<file path="src/rtl/vend_pkg.sv">
// Shared state encoding, widths and small helpers for the coffee vending controller.
package vend_pkg;

  localparam logic [1:0] IDLE   = 2'd0;
  localparam logic [1:0] CREDIT = 2'd1;
  localparam logic [1:0] VEND   = 2'd2;
  localparam logic [1:0] CHANGE = 2'd3;

  localparam int UNIT_VALUE = 50;
  localparam int CREDIT_W   = 4;

  typedef enum logic [1:0] {
    ST_IDLE   = IDLE,
    ST_CREDIT = CREDIT,
    ST_VEND   = VEND,
    ST_CHANGE = CHANGE
  } state_t;

  // Units added by one cycle of coin pulses; both together count as 3.
  function automatic logic [1:0] coin_units(input logic c50, input logic c100);
    return {c100, 1'b0} + {1'b0, c50};
  endfunction

  function automatic int max_int(input int a, input int b);
    return (a > b) ? a : b;
  endfunction

endpackage

</file>
<file path="src/rtl/vend_timer.sv">
// Loadable down-counter; expire is high during the last counted cycle.
module vend_timer #(
  parameter int W = 16
) (
  input  logic         clk,
  input  logic         reset,
  input  logic         load,
  input  logic         clear,
  input  logic [W-1:0] load_val,
  output logic         expire
);

  logic [W-1:0] count;

  always_ff @(posedge clk) begin
    if (reset) begin
      count <= '0;
    end else if (load) begin
      count <= load_val;
    end else if (clear) begin
      count <= '0;
    end else if (count != '0) begin
      count <= count - 1'b1;
    end
  end

  assign expire = (count == W'(1));

endmodule

</file>
<file path="src/rtl/vend_controller.sv">
// Coin credit / vend / change sequencing controller with registered outputs.
// Define VEND_IDLE_TIMEOUT_EN to refund credit after IDLE_TIMEOUT idle cycles in CREDIT.
module vend_controller
  import vend_pkg::*;
#(
  parameter int PRICE_UNITS  = 6,
  parameter int MAX_UNITS    = 15,
  parameter int DISP_TIMEOUT = 1000,
  parameter int IDLE_TIMEOUT = 50000
) (
  input  logic                clk,
  input  logic                reset,
  input  logic                coin50,
  input  logic                coin100,
  input  logic                cancel,
  input  logic                disp_ack,
  output logic                disp_req,
  output logic                change50,
  output logic                coin_reject,
  output logic [CREDIT_W-1:0] credit,
  output logic                busy,
  output logic                fault
);

  // Timer is sized for whichever timeout is longer since both share it.
  localparam int TIMER_W = $clog2(max_int(DISP_TIMEOUT, IDLE_TIMEOUT) + 1);

  typedef logic [CREDIT_W:0] sum_t;
  localparam logic [CREDIT_W-1:0] PRICE_C = CREDIT_W'(PRICE_UNITS);
  localparam sum_t                MAX_C   = sum_t'(MAX_UNITS);

  state_t              state, state_nxt;
  logic [CREDIT_W-1:0] credit_nxt, cr_acc;
  sum_t                sum;
  logic [1:0]          add;
  logic                coin_in, open_st, accept;
  logic                disp_req_nxt, change50_nxt, coin_reject_nxt, busy_nxt, fault_nxt;
  logic                t_load, t_clear, timer_expire;
  logic [TIMER_W-1:0]  t_val;

  vend_timer #(.W(TIMER_W)) u_timer (
    .clk      (clk),
    .reset    (reset),
    .load     (t_load),
    .clear    (t_clear),
    .load_val (t_val),
    .expire   (timer_expire)
  );

  always_ff @(posedge clk) begin
    if (reset) begin
      state       <= ST_IDLE;
      credit      <= '0;
      disp_req    <= 1'b0;
      change50    <= 1'b0;
      coin_reject <= 1'b0;
      busy        <= 1'b0;
      fault       <= 1'b0;
    end else begin
      state       <= state_nxt;
      credit      <= credit_nxt;
      disp_req    <= disp_req_nxt;
      change50    <= change50_nxt;
      coin_reject <= coin_reject_nxt;
      busy        <= busy_nxt;
      fault       <= fault_nxt;
    end
  end

  always_comb begin
    add     = coin_units(coin50, coin100);
    sum     = sum_t'(credit) + sum_t'(add);
    coin_in = (add != 2'd0);
    open_st = (state == ST_IDLE) || (state == ST_CREDIT);
    accept  = coin_in && open_st && (sum <= MAX_C);
    cr_acc  = accept ? sum[CREDIT_W-1:0] : credit;

    state_nxt       = state;
    credit_nxt      = credit;
    disp_req_nxt    = 1'b0;
    change50_nxt    = 1'b0;
    coin_reject_nxt = coin_in && !accept;
    fault_nxt       = fault;

    case (state)
      ST_IDLE: begin
        if (accept) begin
          state_nxt  = ST_CREDIT;
          credit_nxt = cr_acc;
        end
      end
      ST_CREDIT: begin
        credit_nxt = cr_acc;
        if (credit >= PRICE_C) begin
          state_nxt    = ST_VEND;
          disp_req_nxt = 1'b1;
        end else if (cancel && (credit != '0)) begin
          // Refund starts immediately: the first change pulse is issued on this edge.
          state_nxt    = ST_CHANGE;
          credit_nxt   = cr_acc - 1'b1;
          change50_nxt = 1'b1;
        end
`ifdef VEND_IDLE_TIMEOUT_EN
        else if (timer_expire && !accept) begin
          state_nxt    = ST_CHANGE;
          credit_nxt   = credit - 1'b1;
          change50_nxt = 1'b1;
        end
`endif
      end
      ST_VEND: begin
        disp_req_nxt = 1'b1;
        if (disp_ack) begin
          disp_req_nxt = 1'b0;
          if (credit != PRICE_C) begin
            state_nxt    = ST_CHANGE;
            credit_nxt   = credit - PRICE_C - 1'b1;
            change50_nxt = 1'b1;
          end else begin
            state_nxt  = ST_IDLE;
            credit_nxt = '0;
          end
        end else if (timer_expire) begin
          disp_req_nxt = 1'b0;
          fault_nxt    = 1'b1;
          state_nxt    = ST_CHANGE;
          credit_nxt   = credit - 1'b1;
          change50_nxt = 1'b1;
        end
      end
      ST_CHANGE: begin
        // change50 doubles as the pulse/gap phase; decisions are made in the gap.
        if (!change50) begin
          if (credit == '0) begin
            state_nxt = ST_IDLE;
          end else begin
            change50_nxt = 1'b1;
            credit_nxt   = credit - 1'b1;
          end
        end
      end
      default: state_nxt = ST_IDLE;
    endcase

    busy_nxt = (state_nxt == ST_VEND) || (state_nxt == ST_CHANGE);

    t_load  = (state_nxt == ST_VEND) && (state != ST_VEND);
    t_val   = TIMER_W'(DISP_TIMEOUT);
    t_clear = (state_nxt != ST_VEND);
`ifdef VEND_IDLE_TIMEOUT_EN
    if (state_nxt == ST_CREDIT) begin
      t_clear = 1'b0;
      if ((state != ST_CREDIT) || accept) begin
        t_load = 1'b1;
        t_val  = TIMER_W'(IDLE_TIMEOUT);
      end
    end
`endif
  end

endmodule

</file>
<file path="config.mk">
export PLATFORM = sky130hd
export DESIGN_NAME = vend_controller
export DESIGN_NICKNAME = d
export VERILOG_FILES = /design/src/rtl/vend_pkg.sv /design/src/rtl/vend_timer.sv /design/src/rtl/vend_controller.sv
export SDC_FILE = /design/constraint.sdc
export NUM_CORES = 1
export LEC_CHECK = 0
export CAP_MARGIN = 20
export CORE_ASPECT_RATIO = 1.2
export CORE_MARGIN = 2
export CORE_UTILIZATION = 53
export DETAILED_ROUTE_END_ITERATION = 8
export GPL_ROUTABILITY_DRIVEN = 0
export PLACE_DENSITY = 0.82
export SLEW_MARGIN = 0
export SYNTH_ARGS = -nofsm -noshare
export SYNTH_HDL_FRONTEND = slang
export SYNTH_SLANG_ARGS = --single-unit
</file>
<file path="constraint.sdc">
create_clock -name clk -period 3.25 [get_ports clk]
set_clock_uncertainty 0.2 [all_clocks]
set_input_delay 0.65 -clock clk [delete_from_list [all_inputs] [get_ports clk]]
set_output_delay 0.65 -clock clk [all_outputs]
set_load 0.02 [all_outputs]
</file>
==> results.yml, run 1 <==
logic_synthesis:
  netlist_instances: 241
  ys_seq_area_share_pct: 27.4
  yosysUniqueCellTypes: 55
  async_flop_share_pct: 0
  ys.flop_type: "dfxtp_1"
  syn_nets: 261
  synth-edff-count: 0
  syn_area_per_cell_um2: 8.20
  ys_warn_count: 0
  synth-seq-cells: 27
  netlist_area_mm2: 0.00198
sta:
  min_period_ps: 2990
  setup_viol: 0
  fmax_mhz: 334
  finalHoldViolations: 0
  max_slew_margin_pct: 65.7
  whs_ps: 306
  drv_slew: 0
  layout_setup_ws_ps: 255
  tns_ps: 0
  rsz0062_at_grt: "false"
  post-route-period-util_pct: 92.2
  worst_pin_slew_ps: 514
floorplanning:
  chipWidth_um: 59.7
  rows: 24
  die-area_mm2: 0.00423
  initial_core_util_pct: 54.8
  ios: 15
  die_h_um: 70.9
  core_mm2: 0.00360
placement:
  io_buffers: 14
  postPlaceCellArea_mm2: 0.00224
  dp_hpwl_mm: 3.35
  pre_cts_slack_ps: -289
final_layout:
  nets: 287
  drive_above_1_share_pct: 12.8
  finish.instance_area_mm2: 0.00230
  num_antenna_cells: 0
  nFillCells: 311
  area_delta_synth_final_pct: 16.7
detailed_routing:
  routed_via_density: 6.04
  drc: 0
  avgRoutedWirePerCell_um: 14.7
  drt-initial-drc-count: 138
  vias: 1843
  firstDrtPassIters: 4
  ant_nets: 0
  wl_mm: 4.49
clocking:
  htreeDepth: 1
  cts-root-buf: "clkbuf_8"
  clock_sinks: 27
  hold_buffers: 0
  cts_tree: "built"
  clk_latency_ps: 270
  clk_path_buf_depth: 2
  cts_buffers: 3
  clk_pin_slew_worst_paths_ps: 100
pwr:
  vdd_ir_drop_max_mv: 0.253
  p_leak_uw: 0.000919
  p_per_area_mw_per_mm2: 608
worst_setup_path:
  cp-start-kind: "primary input"
  r2r_slack_ps: 470
  r2r-start: "credit[0]$_SDFFE_PP0P_"
  worstPathMaxFanout: 3
  cp-end-kind: "flip-flop"
  worstSetupPathType: "in2reg"
  r2r.worst_path.cells: 10
  arrival_ps: 2980
  reg2reg_to: "u_timer.count[13]$_SDFFE_PP0N_"
  critPathRequiredTime_ps: 3230
worst_hold_path:
  min_from: "fault$_SDFFE_PP0P_"
  hold_class: "reg2reg"
  hold_depth: 2
  min_to: "fault$_SDFFE_PP0P_"
job:
  cap_violations: 0
grt:
  grt_usage_pct: 23.0
  grt_max_degree: 23
  grt_pass1_vias: 1779
  antenna_found_initial: 0
  grt_overflow: 0
  grt_first_pass_wirelength_mm: 7.80
status:
  outcome: "finished clean"
## worst max-delay path by stage
stage,slack [ps],endpoint,cells past startpoint,from
after floorplan,140,credit[2]$_SDFFE_PP0P_,8,coin50
after global placement,-170,credit[2]$_SDFFE_PP0P_,9,coin50
after detailed placement,-290,credit[2]$_SDFFE_PP0P_,9,coin50
after CTS,7,credit[2]$_SDFFE_PP0P_,9,coin50
after global routing,140,credit[2]$_SDFFE_PP0P_,8,coin100
final,260,credit[2]$_SDFFE_PP0P_,8,coin100
## sequential cells by signal (all words and copies together) (netlist names)
signal	count
busy	1
fault	1
credit	4
disp_req	1
coin_reject	1
change50	1
state	2
u_timer.count	16
## synth_stat cells, drive strengths merged, types with 5 or more instances
library cell / n / area share [%]
nand3: 8 / 2.7
dfxtp: 27 / 27
xor2: 8 / 3.5
nand2: 22 / 4.2
ha: 13 / 8.2
nor3: 8 / 2.0
clkbuf: 5 / 0.95
nor2: 22 / 4.2
nor3b: 7 / 2.7
nand2b: 5 / 1.6
inv: 12 / 2.3
a21oi: 18 / 4.6
o21ai: 10 / 2.5
## per-stage QoR
stage / power [uW] / std cells / util [%]
after floorplan: 966 / 241 / -
after global placement: 1180 / 300 / 62.0
after detailed placement: 1190 / 300 / 62.0
after CTS: 1390 / 304 / 63.4
after global routing: 1510 / 305 / 64.0
final: 1400 / 305 / 64.0
## logic make-up (layout without fill, tap and decap cells)
logic type / Yosys count / in the layout / synth area share, %
simple gates: 100 / 100 / 28.6
compound gates: 61 / 61 / 22.0
flops: 27 / 27 / 27.4
buf+inv: 21 / 46 / 4.37
fa+ha+maj: 14 / 14 / 9.25
xor+xnor: 12 / 12 / 5.32
mux: 6 / 6 / 3.17
## cell usage in the layout (no fill, tap or decap), types with 2 or more instances in the layout
cell / count
dfxtp_1: 27
nand2_1: 22
nor2_1: 22
a21oi_1: 18
buf_4: 16
clkdlybuf4s50_1: 13
inv_1: 12
ha_1: 12
o21ai_0: 10
nor3_1: 8
xor2_1: 8
nand3_1: 7
nor3b_1: 7
nand2b_1: 5
o211ai_1: 4
mux2i_1: 4
xnor2_1: 4
a211oi_1: 4
nand3b_1: 4
o211a_1: 3
o22ai_1: 3
nand4_1: 3
nor2b_1: 3
clkbuf_8: 3
nand4b_1: 2
a311o_1: 2
and4b_1: 2
and2_1: 2
o21a_1: 2
and3_1: 2
mux2_2: 2
nor4_1: 2
o2111ai_1: 2
## critical path: stages
cell and delay (ps):
clkdlybuf4s50_1 500, fa_2 450, or4_1 520, a21oi_1 150, buf_4 150, mux2i_1 180, o2111ai_1 130, a311oi_1 250
## final cells by class
class                           count  area, um^2  area share (%)
Clock buffer                        3        41.3            1.79
Inverter                           12        45.0            1.95
Clock inverter                      1        7.51           0.326
Tap cell                           39        48.8            2.12
Multi-Input combinational cell    193        1360            59.0
Sequential cell                    27         541            23.5
Timing Repair Buffer               30         263            11.4
## report_power, final
group	internal [uW]	total (uW)	switching, uW
clock network	87.0	196	109
registers	363	425	61.7
logic	342	780	438
## layer usage
metal | GRT usage, % | share of wire [%] | vias up
met1 | 27.1 | 42 | 855
met5 | 0 | 0 | -
li1 | - | - | 938
met3 | 2.74 | 3.6 | 11
met2 | 41.1 | 52 | 39
met4 | 8.89 | 2.2 | 0
## timing repair
action	4_1_cts	5_1_grt
gates resized for setup	0	4
setup buffers	0	1
endpoints found under the setup margin	0	1
No activity file was read; power rests on OpenSTA's default activity.
==> run 2: changes to the inputs <==
ABC_CLOCK_PERIOD_IN_PS = 3250   (was default)
==> results of run 2 <==
Final layout, timing and power as in run 1 (identical DEF).
